$ cat src/rtl/avalon_mm_initiator.sv
// avalon_mm_initiator: bridges a valid/ready command/response stream to a single-outstanding Avalon-MM initiator.
// Ports:
//   clk, reset_n                            clock, asynchronous active-low reset
//   cmd_valid/cmd_ready                     command handshake (ready only in IDLE)
//   cmd_write, cmd_address, cmd_wdata       command payload (1=write, 0=read)
//   rsp_valid/rsp_ready                     response handshake
//   rsp_rdata, rsp_error                    read data (0 for writes/timeouts), timeout flag
//   avm_chipselect, avm_read, avm_write     registered Avalon-MM strobes
//   avm_address, avm_writedata              registered Avalon-MM address/data
//   avm_readdata, avm_waitrequest           Avalon-MM slave returns
module avalon_mm_initiator #(
    parameter int ADDR_W  = 2,
    parameter int DATA_W  = 32,
    parameter int TIMEOUT = 255
) (
    input  logic              clk,
    input  logic              reset_n,
    input  logic              cmd_valid,
    output logic              cmd_ready,
    input  logic              cmd_write,
    input  logic [ADDR_W-1:0] cmd_address,
    input  logic [DATA_W-1:0] cmd_wdata,
    output logic              rsp_valid,
    input  logic              rsp_ready,
    output logic [DATA_W-1:0] rsp_rdata,
    output logic              rsp_error,
    output logic              avm_chipselect,
    output logic              avm_read,
    output logic              avm_write,
    output logic [ADDR_W-1:0] avm_address,
    output logic [DATA_W-1:0] avm_writedata,
    input  logic [DATA_W-1:0] avm_readdata,
    input  logic              avm_waitrequest
);
    localparam int CW = (TIMEOUT > 1) ? $clog2(TIMEOUT) : 1;

    typedef enum logic [1:0] {IDLE, BUS, RESP} state_t;

    state_t            state_q, state_d;
    logic [CW-1:0]     cnt_q, cnt_d;
    logic              ready_q, ready_d;
    logic              cs_q, cs_d, rd_q, rd_d, wr_q, wr_d;
    logic [ADDR_W-1:0] addr_q, addr_d;
    logic [DATA_W-1:0] wdata_q, wdata_d, rdata_q, rdata_d;
    logic              rvalid_q, rvalid_d, err_q, err_d;
    logic              timeout;

    // Counter holds TIMEOUT-1 on the last allowed wait cycle, so the bus is held exactly TIMEOUT cycles.
    assign timeout = (TIMEOUT != 0) && (cnt_q == CW'(TIMEOUT - 1));

    always_comb begin
        state_d  = state_q;
        cnt_d    = cnt_q;
        cs_d     = cs_q;
        rd_d     = rd_q;
        wr_d     = wr_q;
        addr_d   = addr_q;
        wdata_d  = wdata_q;
        rdata_d  = rdata_q;
        rvalid_d = rvalid_q;
        err_d    = err_q;
        case (state_q)
            IDLE: if (cmd_valid && ready_q) begin
                state_d = BUS;
                cnt_d   = '0;
                cs_d    = 1'b1;
                rd_d    = !cmd_write;
                wr_d    = cmd_write;
                addr_d  = cmd_address;
                wdata_d = cmd_wdata;
            end
            // A dropped waitrequest takes priority over a coincident timeout.
            BUS: if (!avm_waitrequest || timeout) begin
                state_d  = RESP;
                cs_d     = 1'b0;
                rd_d     = 1'b0;
                wr_d     = 1'b0;
                rvalid_d = 1'b1;
                err_d    = avm_waitrequest;
                rdata_d  = (!avm_waitrequest && rd_q) ? avm_readdata : '0;
            end else begin
                cnt_d = (&cnt_q) ? cnt_q : cnt_q + CW'(1);
            end
            RESP: if (rsp_ready) begin
                state_d  = IDLE;
                rvalid_d = 1'b0;
            end
            default: state_d = IDLE;
        endcase
        // Registered so cmd_ready stays low during reset and rises on the first edge after it.
        ready_d = (state_d == IDLE);
    end

    always_ff @(posedge clk or negedge reset_n) begin
        if (!reset_n) begin
            state_q  <= IDLE;
            cnt_q    <= '0;
            ready_q  <= 1'b0;
            cs_q     <= 1'b0;
            rd_q     <= 1'b0;
            wr_q     <= 1'b0;
            addr_q   <= '0;
            wdata_q  <= '0;
            rdata_q  <= '0;
            rvalid_q <= 1'b0;
            err_q    <= 1'b0;
        end else begin
            state_q  <= state_d;
            cnt_q    <= cnt_d;
            ready_q  <= ready_d;
            cs_q     <= cs_d;
            rd_q     <= rd_d;
            wr_q     <= wr_d;
            addr_q   <= addr_d;
            wdata_q  <= wdata_d;
            rdata_q  <= rdata_d;
            rvalid_q <= rvalid_d;
            err_q    <= err_d;
        end
    end

    assign cmd_ready      = ready_q;
    assign rsp_valid      = rvalid_q;
    assign rsp_rdata      = rdata_q;
    assign rsp_error      = err_q;
    assign avm_chipselect = cs_q;
    assign avm_read       = rd_q;
    assign avm_write      = wr_q;
    assign avm_address    = addr_q;
    assign avm_writedata  = wdata_q;
endmodule

$ cat config.mk
export PLATFORM = sky130hd
export DESIGN_NAME = avalon_mm_initiator
export DESIGN_NICKNAME = d
export VERILOG_FILES = /design/src/rtl/avalon_mm_initiator.sv
export SDC_FILE = /design/constraint.sdc
export NUM_CORES = 1
export LEC_CHECK = 0
export ABC_AREA = 1
export BUFFER_PORTS_ARGS = -buffer_cell sky130_fd_sc_hd__buf_4
export CAP_MARGIN = 0
export CORE_ASPECT_RATIO = 1.1
export CORE_MARGIN = 5
export CORE_UTILIZATION = 35
export DETAILED_ROUTE_END_ITERATION = 12
export GPL_TIMING_DRIVEN = 0
export SKIP_LAST_GASP = 1
export SLEW_MARGIN = 15
export SYNTH_ARGS = -nofsm -noshare
export SYNTH_HDL_FRONTEND = slang
export SYNTH_SLANG_ARGS = --single-unit
export TNS_END_PERCENT = 100
$ cat constraint.sdc
create_clock -name clk -period 2.7 [get_ports clk]
set_input_delay 0.405 -clock clk [delete_from_list [all_inputs] [get_ports clk]]
set_output_delay 0.405 -clock clk [all_outputs]
set_load 0.02 [all_outputs]
### After elaboration in Yosys (flattened, before gate mapping)

Index checks and enable logic that the tools add are counted.

| word-level totals | value |
|---|---|
| output and inout port bits | 72 |
| flip-flop bits (word level) | 82 |

| operators by class | value |
|---|---|
| reduce and logical (&&, ||, !) cells | 15 |
| mux-type cells | 19 |
| add/sub/neg operators | 1 |
| equality and inequality tests | 8 |

Operator list:

| operator | number |
|---|---|
| two-way mux 32 bit | 1 |
| two-way mux 8 bit | 3 |
| case mux 8 bit (2 select lines) | 1 |
| != test 2 bit (second input constant) | 5 |
| adder 8 x 1 -> 8 bit (second input constant) | 1 |
| == test 8 bit (second input constant) | 1 |
| case mux 1 bit (2 select lines) | 4 |
| AND reduction 8 bit | 1 |
| two-way mux 1 bit | 6 |
| two-way mux 2 bit | 3 |
| case mux 2 bit (3 select lines) | 1 |
| AND reduction 3 bit | 2 |
| zero test 2 bit | 2 |
| AND reduction 2 bit | 2 |
| AND reduction 4 bit | 1 |
| nonzero test 2 bit | 2 |
| == test 2 x 1 -> 1 bit (second input constant) | 1 |
| == test 2 bit (second input constant) | 1 |
| logical AND 1 bit | 2 |
| zero test 1 bit | 2 |
| logical OR 1 bit | 1 |

### Longest topological paths before layout

Gate-level depths: netlist of the first run.

| depth | value |
|---|---|
| depth in word-level cells | 5 |
| gate-level depth with buffers | 11 |
| gate-level depth less buffers | 10 |

### Worst setup path after synthesis of the first run

Ideal clock, no wire load.

| path | value |
|---|---|
| path type | flip-flop to flip-flop |
| start | register cnt_q[0] |
| end | register cnt_q[5] |
| path buffers | 2 |
| setup slack | 1.261 ns |
| stages on the path, launching flop included | 12 |
| library setup time | 0.118 ns |
| data arrival time | 1.321 ns |
| cells stage by stage | dfrtp_1 inv_1 ha_1 inv_1 nor2_1 nand2_1 nand2_1 nand2_1 buf_6 buf_6 nand3_1 nand2_1 |

| between the ends | value |
|---|---|
| cells in the longest elaborated chain, start to end | 4 |
| elaborated cells between the ends (all ways) | 10 |
| classes of those cells | add/sub (1); eq/ne (3); mux (3); reduce/logical (3) |

RTL lines:

| what | line | RTL |
|---|---|---|
| from (decl) | 40 | `logic [CW-1:0] cnt_q, cnt_d;` |
| from (signal assigned) | 109 | `cnt_q <= cnt_d;` |
| adder 8 x 1 -> 8 bit or == test 8 bit (tied branches) | 82, 49 |  |
| two-way mux 8 bit or logical OR 1 bit (tied branches) | 82, 73 |  |
| two-way mux 8 bit or != test 2 bit (tied branches) | n/a |  |
| case mux 8 bit (2 select lines) or AND reduction 4 bit (tied branches) | n/a |  |

Several ways; a longest one is shown, not always the timed one. The select of a mux whose other input is x is not followed.
A chain may end at the register's enable or synchronous reset.

### Worst setup path after layout of the first run

| path | value |
|---|---|
| start | register cnt_q[0] |
| end | register rdata_q[25] (netlist: rsp_rdata[25]) |

| between the ends | value |
|---|---|
| cells in the longest elaborated chain, start to end | 3 |

RTL lines:

| what | line | RTL |
|---|---|---|
| == test 8 bit | 49 | `assign timeout = (TIMEOUT != 0) && (cnt_q == CW'(TIMEOUT - 1));` |
| logical OR 1 bit | 73 | `BUS: if (!avm_waitrequest \|\| timeout) begin` |
| AND reduction 2 bit (no source line) | n/a |  |
| to (signal assigned) | 116 | `rdata_q <= rdata_d;` |
| to (decl) | 44 | `logic [DATA_W-1:0] wdata_q, wdata_d, rdata_q, rdata_d;` |

No other way between the ends.

==> out/summary.txt, run 1 <==
status = completed
max-cap violations = 0
area delta synth->final = 42.3%
worst-skew pair later-pin latency = 350 ps
internal power = 3.62 mW
CP Class = reg2reg
Bufs on Longest Clock Path = 2
f_max = 575 MHz
cts hold-fix bufs = 0
top cells by area, synth = dfrtp_1 59%, nand2_1 12%, mux2_2 11%
die height = 115 um
Reg clk slew, reported paths = 80 ps
Slew Viols, Final = 0
Post-Place Cells = 592
Final setup viols = 0
yosys warns = 0
Worst Hold Class = in2async
I/O Buffers = 143
CTS tree = done
routability congestion estimate = 0.826
Setup WS pre-CTS = 933 ps
unrepaired setup endpoints after global routing = no
vias in the first global route = 2976
Sw Share = 39.3%
DR vias = 2773
DRT iter0 DRCs = 126
total iterations of the first detailed-routing run = 4
FFs w/ async S/R, synth = 100%
synthesized flop and latch total = 82
Ant. Diodes = 0
Min Clock Period, post-route = 1740 ps
postcts setup bufs = 0
CORE AREA = 9790 um2
mapped cell area = 3490 um2
Peak VDD IR = 0.000563 V
initial core utilization = 35.6%
clock power share = 16.3%
die area = 12100 um2
sum of negative setup slack = 0 ps
Comb pwr share = 48.4%
Finished Layout Cells = 609
most frequent cell after synthesis = nand2_1
cells after synthesis = 329
Global Route Usage Sum = 14.9%
share of layout cells above drive strength 1 = 47.4%
Routed WL = 8740 um
Routed Antenna Nets = 0
TritonCTS Sinks = 82
Top FF cell, synth = dfrtp_1
sequential-to-total area share from yosys stat = 58.8%
post_cts resized = 0
Synth cell types = 20
syn nets = 403
WP data required = 2990 ps
worst path arrival time = 2020 ps
HPWL after DPL = 6570 um
Reg power frac = 35.3%
Pwr Density = 1200 nW/um2
worst relative slew slack = 62.9%
worst slew pin tran = 556 ps
Syn Area/Cell = 10.6 um2
Clock Skew = 8.27 ps
Worst Setup Start Kind = flip-flop
root buf cell = clkbuf_8
vias per cell = 4.55
Psw = 2.35 mW
final worst-path setup slack = 962 ps
synth cell count leaders = 114 x nand2_1, 82 x dfrtp_1, 34 x mux2_2
Final nets = 558
largest net degree at the start of global routing = 83
initial antenna violation count = 0
period utilization = 64.4%
row count = 38
Lkg Pwr = 2.48 nW
routed len/inst = 14.3 um
Hold Vio Cnt, Final = 0
Die X = 105 um
critical path endpoint category = flip-flop
Crit Path Max Fanout = 10
Post-synth EDFFs = 0
# IOs = 144
share of the synthesized area in the top cell type = 58.8%
grt ovf = 0
first-pass GRT wire length = 14500 um
CTS Buf Count = 9
DRC = 0
area leader, netlist = dfrtp_1
CTS H-tree depth = 3
==> placed cells by master, fill, tap and decap left out, drive strengths merged <==
| cell | netlist | layout |
|---|---|---|
| a21oi | 2 | 2 |
| buf | 11 | 155 |
| bufinv | 0 | 1 |
| clkbuf | 4 | 17 |
| clkinvlp | 0 | 2 |
| dfrtp | 82 | 82 |
| ha | 2 | 2 |
| inv | 14 | 14 |
| mux2 | 34 | 34 |
| nand2 | 115 | 115 |
| nand3 | 9 | 9 |
| nand4 | 1 | 1 |
| nor2 | 14 | 14 |
| nor3 | 1 | 1 |
| o21ai | 36 | 36 |
| o21bai | 2 | 2 |
| xor2 | 2 | 2 |
==> sequential cells by signal (all words and copies together), names as in the netlist <==
| register | flops |
|---|---|
| avm_writedata | 32 |
| rsp_rdata | 32 |
| cnt_q | 8 |
| avm_address | 2 |
| state_q | 2 |
| avm_chipselect | 1 |
| avm_read | 1 |
| avm_write | 1 |
| cmd_ready | 1 |
| rsp_error | 1 |
| rsp_valid | 1 |
==> critical path: stages, from the launching register on <==
cell and delay, ps:
dfrtp_1 400, inv_1 90, ha_1 200, inv_1 50, nor2_1 40, nand2_1 80
nand2_1 70, nand2_1 90, clkbuf_1 450, nand2_1 130, o21ai_2 80
==> cell type report <==
cell class | count | area (um2)
Clock inverter | 3 | 45.0
Inverter | 14 | 52.6
Buffer | 15 | 114
Fill cell | 918 | 4830
Tap cell | 120 | 150
Multi-Input combinational cell | 218 | 1270
Clock buffer | 13 | 179
Sequential cell | 82 | 2050
Timing Repair Buffer | 144 | 1100
==> logic make-up (layout without fill, tap and decap cells) <==
| kind of cell | Yosys count | after routing | share of synthesized area (%) |
|---|---|---|---|
| XOR/XNOR | 2 | 2 | 0.502 |
| multiplexers | 34 | 34 | 11.0 |
| AND/OR/NAND/NOR | 140 | 140 | 15.6 |
| AO/OA/AOI/OAI | 40 | 40 | 8.57 |
| adder cells (fa/ha/maj) | 2 | 2 | 0.717 |
| buffers and inverters | 29 | 189 | 4.77 |
| flip-flops | 82 | 82 | 58.8 |
==> per-layer routing <==
layer,vias to the layer above,GRT usage [%],part of all wire [%]
met2,92,23.4,49
met4,0,6.65,1.9
met3,12,5.25,9.0
met5,-,0,0
li1,1372,-,-
met1,1297,18.6,40
==> power groups by stage <==
| stage | clock network (mW) | registers (mW) | logic [mW] |
|---|---|---|---|
| final | 0.973 | 2.11 | 2.89 |
| after global routing | 1.05 | 2.20 | 3.12 |
| after CTS | 1.01 | 2.12 | 2.94 |
| after detailed placement | 0 | 2.14 | 2.94 |
| after global placement | 0 | 2.10 | 2.90 |
| after floorplan | 0 | 2.76 | 1.02 |
==> path summary, 6_finish.rpt <==
kind,startpoint,endpoint,slack (ps),depth (start not counted)
setup / recovery,cnt_q[0]$_DFFE_PN0P_,rsp_rdata[25]$_DFFE_PN0P_,960,10
hold / removal,reset_n,cnt_q[5]$_DFFE_PN0P_,5,1
setup reg to reg,cnt_q[0]$_DFFE_PN0P_,rsp_rdata[25]$_DFFE_PN0P_,960,10
hold reg to reg,rsp_rdata[26]$_DFFE_PN0P_,rsp_rdata[26]$_DFFE_PN0P_,490,2
max in group asynchronous,reset_n,avm_writedata[25]$_DFFE_PN0P_,2110,2
min in group clk,cmd_wdata[12],avm_writedata[12]$_DFFE_PN0P_,280,2
==> per-stage QoR <==
step	hold slack (ps)	util, %	power, mW	area, um2
floorplan	109	-	3.79	3490
global placement	463	48.1	5.01	4710
detailed placement	469	48.1	5.08	4710
CTS	255	50.4	6.07	4940
global route	30.0	50.7	6.37	4960
finish	5.24	50.7	5.97	4960
(Power assumes the default switching activity.)
==> run 2, diff against run 1 <==
clock period = 1.5 ns   (was 2.7 ns; I/O delays follow)
==> run 2 against run 1 <==
  * Total power is 90% higher
  * Highest routed layer unchanged
  * Final area up 6.6%
  * Core utilization grew 3.4 points
==> out/summary.txt, run 2 (synthesis gave the netlist of run 1 again) <==
status = completed
Worst Hold Class = in2reg
Slew Viols, Final = 0
WP buf/inv = 4
area delta synth->final = 51.7%
row count = 38
period utilization = 99.0%
family with the most delay on the worst path = buffers and inverters
Crit Path Max Fanout = 10
unrepaired setup endpoints after global routing = yes
Final setup viols = 0
worst slew pin tran = 488 ps
Lkg Pwr = 2.61 nW
Bufs on Longest Clock Path = 2
Routed WL = 9100 um
initial core utilization = 35.6%
CTS tree = done
Reg clk slew, reported paths = 80 ps
initial antenna violation count = 0
Global Route Usage Sum = 15.1%
critical path endpoint category = flip-flop
CTS Buf Count = 9
worst path arrival time = 1730 ps
Die X = 105 um
CTS H-tree depth = 3
met3 WL post-DR = 744 um
hold_ws = 91.9 ps
Ant. Diodes = 0
share of layout cells above drive strength 1 = 56.9%
Final nets = 568
DRT iter0 DRCs = 107
CP Class = reg2reg
CP max stage delay = 400 ps
grt ovf = 0
most frequent cells in the layout = 149 x buf_4, 92 x nand2_1, 80 x dfrtp_1, 34 x mux2_2, 29 x o21ai_2
worst-skew pair later-pin latency = 360 ps
max-cap violations = 0
CP max stage cell = dfrtp_1
CORE AREA = 9790 um2
die area = 12100 um2
Routed Antenna Nets = 0
TritonCTS Sinks = 82
f_max = 673 MHz
FF-to-FF setup slack = 10 ps
DR vias = 2826
root buf cell = clkbuf_8
I/O Buffers = 143
vias in the first global route = 2984
# IOs = 144
routed len/inst = 14.7 um
worst path cell trace = inv_2, ha_4, inv_2, nor2_4, nand2_2, nand2_4, nand2_4, buf_12, buf_12, nand2_1, o21ai_2
largest net degree at the start of global routing = 83
Peak VDD IR = 0.00101 V
Clock Skew = 8.44 ps
routability congestion estimate = 0.826
WL met1 = 3770 um
WP data required = 1750 ps
WL met2 = 4410 um
max layer used = met4
Pwr Density = 2140 nW/um2
worst relative slew slack = 67.5%
first-pass GRT wire length = 14700 um
vias per cell = 4.57
HPWL after DPL = 6570 um
Hold Vio Cnt, Final = 0
DRC = 0
total iterations of the first detailed-routing run = 4
Final Util = 54.0%
die height = 115 um
most common cell after layout, fill and taps aside = buf_4
Worst Setup Start Kind = flip-flop
Min Clock Period, post-route = 1490 ps
[run 2: cell types whose count changed in the layout (fill, tap and decap cells not counted), sizes merged]
cell         change
buf              +5
clkbuf           +4
dlygate4sd3      +1
[run 2: routing by layer]
| layer | global-route usage, % | vias up |
|---|---|---|
| met4 | 6.65 | 0 |
| met1 | 19.1 | 1337 |
| li1 | - | 1391 |
| met5 | 0 | - |
| met3 | 5.13 | 12 |
| met2 | 23.7 | 86 |
[run 2: power by group]
group          switching [mW]  internal, mW
logic                    3.05          2.68
registers               0.619          3.23
clock network           0.803         0.951
[run 2: repair_timing]
action	in CTS	in global routing
resized for setup	19	51
gates cloned	2	1
hold endpoints to repair	0	35
setup endpoints to repair	45	70
hold buffers	0	1
pin swaps	4	9
setup buffers	4	2
[run 2: cell type report]
type,instances,area [um2]
well taps,120,150
flip-flops and latches,82,2050
multi-input cells,218,1430
plain buffers,15,159
clock inverters,3,45.0
clock buffers,13,179
repair buffers,154,1220
inverters,14,52.6
fillers,886,4500
[run 2: worst reg2reg max path, delay by kind of cell, from the launching register on]
kind,cells,cell delay [ps]
buffers and inverters,4,430
DFF,1,400
and+or+nand+nor,5,370
adders and majority gates,1,130
AOI/OAI and AO/OA,1,50
[run 2: per-stage QoR]
| step | cell area, um2 | std cells | setup TNS, ps | total power, mW | worst slack, ps |
|---|---|---|---|---|---|
| 3_5_place_dp | 4710 | 592 | -5910 | 9.14 | -267 |
| 2_1_floorplan | 3490 | 329 | 0 | 6.82 | 61.1 |
| 4_1_cts | 5050 | 614 | -212 | 11.1 | -29.3 |
| 6_report | 5290 | 619 | 0 | 11.3 | 14.3 |
| 5_1_grt | 5290 | 619 | -1930 | 12.1 | -66.4 |
| 3_3_place_gp | 4710 | 592 | -4920 | 9.01 | -247 |
[run 2: worst paths after layout]
path | cells past startpoint | end | startpoint
setup / recovery | 11 | rsp_rdata[9]$_DFFE_PN0P_ | cnt_q[0]$_DFFE_PN0P_
hold / removal | 2 | avm_writedata[12]$_DFFE_PN0P_ | cmd_wdata[12]
setup reg to reg | 11 | rsp_rdata[9]$_DFFE_PN0P_ | cnt_q[0]$_DFFE_PN0P_
hold reg to reg | 2 | rsp_rdata[25]$_DFFE_PN0P_ | rsp_rdata[25]$_DFFE_PN0P_
max in group asynchronous | 3 | cnt_q[2]$_DFFE_PN0P_ | reset_n
min in group asynchronous | 2 | cnt_q[6]$_DFFE_PN0P_ | reset_n
